File: config.mk
export PLATFORM = sky130hd
export DESIGN_NAME = pkt_wr_arbiter
export DESIGN_NICKNAME = d
export VERILOG_FILES = /design/src/rtl/pkt_wr_arbiter_pkg.sv /design/src/rtl/pkt_wr_arbiter_rr_pick.sv /design/src/rtl/pkt_wr_arbiter.sv
export SDC_FILE = /design/constraint.sdc
export NUM_CORES = 1
export LEC_CHECK = 0
export ABC_AREA = 1
export BUFFER_PORTS_ARGS = -buffer_cell sky130_fd_sc_hd__buf_2
export CELL_PAD_IN_SITES_DETAIL_PLACEMENT = 0
export CELL_PAD_IN_SITES_GLOBAL_PLACEMENT = 1
export CORE_ASPECT_RATIO = 1.25
export CORE_UTILIZATION = 21
export DETAILED_ROUTE_END_ITERATION = 12
export GPL_ROUTABILITY_DRIVEN = 1
export GPL_TIMING_DRIVEN = 0
export PLACE_DENSITY_LB_ADDON = 0.1
export SLEW_MARGIN = 20
export SYNTH_ARGS = -nofsm -noshare
export SYNTH_HDL_FRONTEND = slang
export SYNTH_SLANG_ARGS = --single-unit
export TNS_END_PERCENT = 50
File: constraint.sdc
create_clock -name clk -period 3.3 [get_ports clk]
set_clock_uncertainty 0.05 [all_clocks]
set_input_delay 0.33 -clock clk [delete_from_list [all_inputs] [get_ports clk]]
set_output_delay 0.33 -clock clk [all_outputs]
set_load 0.02 [all_outputs]
File: src/rtl/pkt_wr_arbiter_pkg.sv
// ---------------------------------------------------------------------------
// pkt_wr_arbiter_pkg
// Shared definitions for the packet write arbiter:
//   - arbState_t      : arbiter FSM states (IDLE, LOCKED)
//   - DEF_NUM_REQ     : default number of ingress requesters
//   - DEF_W_EL        : default FIFO element / beat width
//   - DEF_WDOG_CYCLES : default watchdog stall limit
//   - WDOG_CNT_W      : width of the watchdog stall counter
//   - REQ_ID_W()      : width of a requester index for a given NUM_REQ
// ---------------------------------------------------------------------------
package pkt_wr_arbiter_pkg;

   typedef enum logic {
      IDLE   = 1'b0,
      LOCKED = 1'b1
   } arbState_t;

   localparam int DEF_NUM_REQ     = 4;
   localparam int DEF_W_EL        = 20;
   localparam int DEF_WDOG_CYCLES = 256;
   localparam int WDOG_CNT_W      = 16;

   // clog2 of the requester count, never less than one bit so that a
   // two-requester build still has a usable index.
   function automatic int REQ_ID_W(input int numReq);
      return (numReq <= 2) ? 1 : $clog2(numReq);
   endfunction

endpackage

File: src/rtl/pkt_wr_arbiter_rr_pick.sv
// ---------------------------------------------------------------------------
// rr_pick
// Combinational round-robin picker. Scans the request vector starting at
// i_start and wrapping from NUM_REQ-1 back to 0; the first set bit found is
// the winner.
// Ports:
//   i_req    [NUM_REQ-1:0] request vector
//   i_start  [ID_W-1:0]    index at which the search begins
//   o_winner [ID_W-1:0]    index of the first request found (0 if none)
//   o_found                at least one request is set
// ---------------------------------------------------------------------------
module rr_pick
   import pkt_wr_arbiter_pkg::*;
#(
   parameter int NUM_REQ = DEF_NUM_REQ,
   parameter int ID_W    = REQ_ID_W(NUM_REQ)
) (
   input  logic [NUM_REQ-1:0] i_req,
   input  logic [ID_W-1:0]    i_start,
   output logic [ID_W-1:0]    o_winner,
   output logic               o_found
);

   logic [ID_W-1:0] w_idx;

   // Walk the candidates from farthest to nearest so that the last match
   // written is the one closest to i_start, i.e. the round-robin winner.
   always_comb begin
      o_found  = 1'b0;
      o_winner = '0;
      w_idx    = '0;
      for (int k = NUM_REQ - 1; k >= 0; k--) begin
         w_idx = ID_W'((int'(i_start) + k) % NUM_REQ);
         if (i_req[w_idx]) begin
            o_found  = 1'b1;
            o_winner = w_idx;
         end
      end
   end

endmodule

File: src/rtl/pkt_wr_arbiter.sv
// ---------------------------------------------------------------------------
// pkt_wr_arbiter
// Packet-granular round-robin arbiter that merges NUM_REQ ingress beat
// streams into a single FIFO write port. A requester holds the grant from
// its first beat until the beat carrying req_last has been written.
//
// Optional feature (macro PKT_WR_ARBITER_WDOG_EN): a stall watchdog that
// aborts a grant after WDOG_CYCLES consecutive LOCKED cycles without a
// transfer and pulses wdog_err. Without the macro the port does not exist
// and a grant is held for as long as the requester takes.
//
// Ports:
//   clk          sole clock, rising edge
//   reset_n      asynchronous active-low reset
//   req_valid    [NUM_REQ]      per-requester beat valid
//   req_data     [NUM_REQ*W_EL] per-requester beat data, lane i at [i*W_EL +: W_EL]
//   req_last     [NUM_REQ]      per-requester end-of-packet marker
//   req_ready    [NUM_REQ]      per-requester beat accept
//   fifo_wdata   [W_EL]         FIFO write data (zero when not writing)
//   fifo_wen                    FIFO write enable
//   fifo_full                   FIFO full flag
//   grant_valid                 a packet grant is held
//   grant_id     [REQ_ID_W]     index of the granted requester
//   wdog_err                    one-cycle watchdog abort pulse (macro only)
// ---------------------------------------------------------------------------
module pkt_wr_arbiter
   import pkt_wr_arbiter_pkg::*;
#(
   parameter int NUM_REQ     = DEF_NUM_REQ,
   parameter int W_EL        = DEF_W_EL,
   parameter int WDOG_CYCLES = DEF_WDOG_CYCLES
) (
   input  logic                           clk,
   input  logic                           reset_n,
   input  logic [NUM_REQ-1:0]             req_valid,
   input  logic [NUM_REQ*W_EL-1:0]        req_data,
   input  logic [NUM_REQ-1:0]             req_last,
   output logic [NUM_REQ-1:0]             req_ready,
   output logic [W_EL-1:0]                fifo_wdata,
   output logic                           fifo_wen,
   input  logic                           fifo_full,
   output logic                           grant_valid,
   output logic [REQ_ID_W(NUM_REQ)-1:0]   grant_id
`ifdef PKT_WR_ARBITER_WDOG_EN
   ,
   output logic                           wdog_err
`endif
);

   localparam int ID_W = REQ_ID_W(NUM_REQ);

   // Elaboration-time guard on the supported configuration range.
   if (NUM_REQ < 2 || NUM_REQ > 8 || WDOG_CYCLES < 1 || WDOG_CYCLES > 65535) begin : g_badConfig
      $error("pkt_wr_arbiter: NUM_REQ or WDOG_CYCLES outside supported range");
   end

   arbState_t       r_state;
   arbState_t       w_nextState;
   logic [ID_W-1:0] r_grantId;
   logic [ID_W-1:0] r_rrPtr;
   logic [ID_W-1:0] w_winner;
   logic            w_found;
   logic            w_xfer;
   logic            w_wdogHit;
   logic [W_EL-1:0] w_reqData [NUM_REQ];

   // Index following idx, wrapping to 0 after the last requester.
   function automatic logic [ID_W-1:0] incWrap(input logic [ID_W-1:0] idx);
      if (int'(idx) >= NUM_REQ - 1) begin
         return '0;
      end
      return idx + 1'b1;
   endfunction

   for (genvar g = 0; g < NUM_REQ; g++) begin : g_unpack
      assign w_reqData[g] = req_data[g*W_EL +: W_EL];
   end

   rr_pick #(
      .NUM_REQ (NUM_REQ),
      .ID_W    (ID_W)
   ) u_rrPick (
      .i_req    (req_valid),
      .i_start  (r_rrPtr),
      .o_winner (w_winner),
      .o_found  (w_found)
   );

   // A beat moves only while locked, the owner offers it and the FIFO has room.
   assign w_xfer      = (r_state == LOCKED) && req_valid[r_grantId] && !fifo_full;
   assign grant_valid = (r_state == LOCKED);
   assign grant_id    = r_grantId;

`ifdef PKT_WR_ARBITER_WDOG_EN
   logic [WDOG_CNT_W-1:0] r_wdogCnt;
   logic                  r_wdogErr;

   // The hit fires on the WDOG_CYCLES-th consecutive stalled cycle, so the
   // abort edge is the one at which the count would reach WDOG_CYCLES.
   assign w_wdogHit = (r_state == LOCKED) && !w_xfer &&
                      (r_wdogCnt == WDOG_CNT_W'(WDOG_CYCLES - 1));

   // Stall counter and abort pulse; both clear on any transfer or in IDLE.
   always_ff @(posedge clk or negedge reset_n) begin
      if (!reset_n) begin
         r_wdogCnt <= '0;
         r_wdogErr <= 1'b0;
      end else begin
         r_wdogErr <= w_wdogHit;
         if ((r_state == LOCKED) && !w_xfer && !w_wdogHit) begin
            r_wdogCnt <= r_wdogCnt + 1'b1;
         end else begin
            r_wdogCnt <= '0;
         end
      end
   end

   assign wdog_err = r_wdogErr;
`else
   assign w_wdogHit = 1'b0;
`endif

   // FSM state register.
   always_ff @(posedge clk or negedge reset_n) begin
      if (!reset_n) begin
         r_state <= IDLE;
      end else begin
         r_state <= w_nextState;
      end
   end

   // Grant and round-robin pointer. The pointer moves past the winner at
   // grant time, which also covers the watchdog case: an aborted requester
   // is already behind the search start.
   always_ff @(posedge clk or negedge reset_n) begin
      if (!reset_n) begin
         r_grantId <= '0;
         r_rrPtr   <= '0;
      end else if ((r_state == IDLE) && w_found) begin
         r_grantId <= w_winner;
         r_rrPtr   <= incWrap(w_winner);
      end
   end

   // Next-state and datapath outputs; everything is quiet in IDLE.
   always_comb begin
      w_nextState = r_state;
      req_ready   = '0;
      fifo_wen    = 1'b0;
      fifo_wdata  = '0;
      case (r_state)
         IDLE: begin
            if (w_found) begin
               w_nextState = LOCKED;
            end
         end
         LOCKED: begin
            req_ready[r_grantId] = !fifo_full;
            fifo_wen             = w_xfer;
            if (w_xfer) begin
               fifo_wdata = w_reqData[r_grantId];
            end
            if ((w_xfer && req_last[r_grantId]) || w_wdogHit) begin
               w_nextState = IDLE;
            end
         end
         default: begin
            w_nextState = IDLE;
         end
      endcase
   end

endmodule

==> flow_summary.ini <==
[status]
outcome = finished, final reports clean

[power]
power_density_nw_per_um2 = 714
p_leak_nw = 1.05
peakVddDrop_v = 0.000434

[cells_and_area]
multiInputGateArea_um2 = 771
layout_commonest_cell = buf_2
diodes = 0
finalInstanceArea_um2 = 1750
area_growth_pct = 69.7
drive_gt1_frac = 0.432
seq_area_um2 = 125
final_cell_mix = buf_2 (126), nand2_1 (69), nand3_1 (29)
layout.nets = 408
nFillCells = 576

[yosys]
avgSynthCellArea_um2 = 5.38
synth_seq_cells = 5
ys_seq_area_frac = 0.121
postSynthCellCount = 192
synth_area_um2 = 1030
yosysUniqueCellTypes = 23
syn_nets = 284
ys.warnings.count = 0

[global_routing]
grt_pass1_wl_um = 7220
first_global_vias = 1594
gr-usage-all-layers = 0.172
grt_max_degree = 11
antenna_found_initial = 0
overflow = 0

[setup_path]
endpoint = fifo_wdata[3]
crit_fanout = 10
end_kind = output port
crit_path_start_kind = register
crit_type = reg2out
r2r-end = r_rrPtr[1]$_DFFE_PN0P_
r2r-start = r_rrPtr[0]$_DFFE_PN0P_
r2r_setup_slack_ns = 1.62
worstPathRequired_ns = 2.92
rr_worst_depth = 10
startpoint = grant_id[0]$_DFFE_PN0P_
worstPathArrival_ns = 1.81

[floorplanning]
start_util = 0.219
rows = 28
fp.dieH_um = 80.4
core_area_um2 = 4730
die_area_um2 = 5210
ios = 119
die_w_um = 64.7

[route]
first_pass_iters = 4
drt-initial-drc-count = 28
wire_per_inst_um = 12.3
vias = 1719
viasPerCell = 4.58
ant_nets = 0
wirelength_um = 4600
drc = 0

[placed_design]
hpwl_um = 3840
numPortBuffers = 118
dpl-instance-area_um2 = 1700
gp_congestion = 0.789

[sta]
final.setup.tns_ns = 0
fin_crit_sh = 0.663
period_needed_ns = 2.19
fmax_mhz = 457
tightest_slew_ns = 0.514
report.final.slew_viol_count = 0
rsz0062_at_grt = no
hold_violations = 0
setup-violations-final = 0
maxSlewHeadroom = 0.657

[clock_tree]
cts-root-buf = clkbuf_8
numCtsBuffers = 3
insertion_delay_ns = 0.21
post-cts-setup-buffers = 0
ctsResizeCount = 0
path_clk_slew_ns = 0.04
clk_path_buf_depth = 2
htreeDepth = 1
cts_tree = done
clock_sinks = 5

[job]
cap_violations = 0

[hold_path]
hold_class = in2async
-- registers in the layout, indices dropped and copies added (netlist names) --
register	count
grant_id	2
r_rrPtr	2
grant_valid	1
-- kinds of logic after synthesis --
kind of cell             after synthesis  share of synthesized area
adder cells (fa/ha/maj)                1                     0.0121
AO/OA/AOI/OAI                         39                      0.270
AND/OR/NAND/NOR                      116                      0.464
buffers and inverters                 31                      0.133
flip-flops                             5                      0.121
-- worst min-delay path by stage --
stage          startpoint                       to  slack [ns]
2_1_floorplan     reset_n  grant_id[0]$_DFFE_PN0P_       -0.02
3_3_place_gp      reset_n  grant_id[1]$_DFFE_PN0P_        0.11
3_5_place_dp      reset_n  grant_id[1]$_DFFE_PN0P_        0.11
4_1_cts           reset_n  grant_id[1]$_DFFE_PN0P_        0.41
5_1_grt           reset_n   r_rrPtr[0]$_DFFE_PN0P_        0.43
6_report          reset_n   r_rrPtr[0]$_DFFE_PN0P_        0.41
-- worst max-delay path, stage by stage, from the launching register on --
cell and delay (ns):
dfrtp_1 0.38, buf_6 0.15, inv_2 0.05, nand2_1 0.07, inv_2 0.10, nand2_1 0.05, o2111ai_1 0.07, nand2_1 0.14
buf_2 0.21, a31oi_1 0.19, buf_2 0.19
-- cell usage after synthesis (all sizes together) --
| cell type | n | area [µm²] |
|---|---|---|
| a21oi | 2 | 13.8 |
| a221oi | 9 | 78.8 |
| a22oi | 11 | 82.6 |
| a31oi | 11 | 68.8 |
| buf | 10 | 58.8 |
| clkbuf | 4 | 15.0 |
| dfrtp | 5 | 125 |
| ha | 1 | 12.5 |
| inv | 17 | 63.8 |
| nand2 | 69 | 259 |
| nand3 | 29 | 145 |
| nand4 | 1 | 6.26 |
| nor2 | 15 | 58.8 |
| nor3 | 2 | 10.0 |
| o2111ai | 1 | 8.76 |
| o21ai | 4 | 20.0 |
| o22ai | 1 | 6.26 |
-- metal layers --
metal  track usage  routed length, µm  up-vias
met5             0                  0        -
met4        0.0400                 70        0
met3        0.0270                340        6
met2         0.300               2160       76
met1         0.218               2030      728
li1              -                  -      909
-- per-stage QoR --
stage	utilization	power, mW	hold WS, ns	worst slack [ns]	std cells
2_1_floorplan	-	0.846	-0.0156	1.37	192
3_3_place_gp	0.359	1.16	0.106	1.29	370
3_5_place_dp	0.359	1.16	0.108	1.31	370
4_1_cts	0.371	1.27	0.411	1.08	375
5_1_grt	0.371	1.41	0.426	0.951	375
6_report	0.371	1.25	0.414	1.11	375
-- repair_timing --
action / in CTS / in global routing
hold buffers: 1 / 0
endpoints found under the setup margin: 0 / 0
endpoints found under the hold margin: 5 / 0
-- cell type report --
class,instances,area share
tap,60,0.0428
buffer,14,0.0421
clock buffer,4,0.0257
multi-input combinational,156,0.439
sequential,5,0.0713
timing repair buffer,119,0.342
inverter,17,0.0364
-- power breakdown --
part           switching, mW  leakage, nW  internal [mW]
Clock                 0.0275       0.0228         0.0827
Combinational          0.661        0.966          0.362
Sequential            0.0302       0.0602         0.0897
No activity file was read; power rests on OpenSTA's default activity.
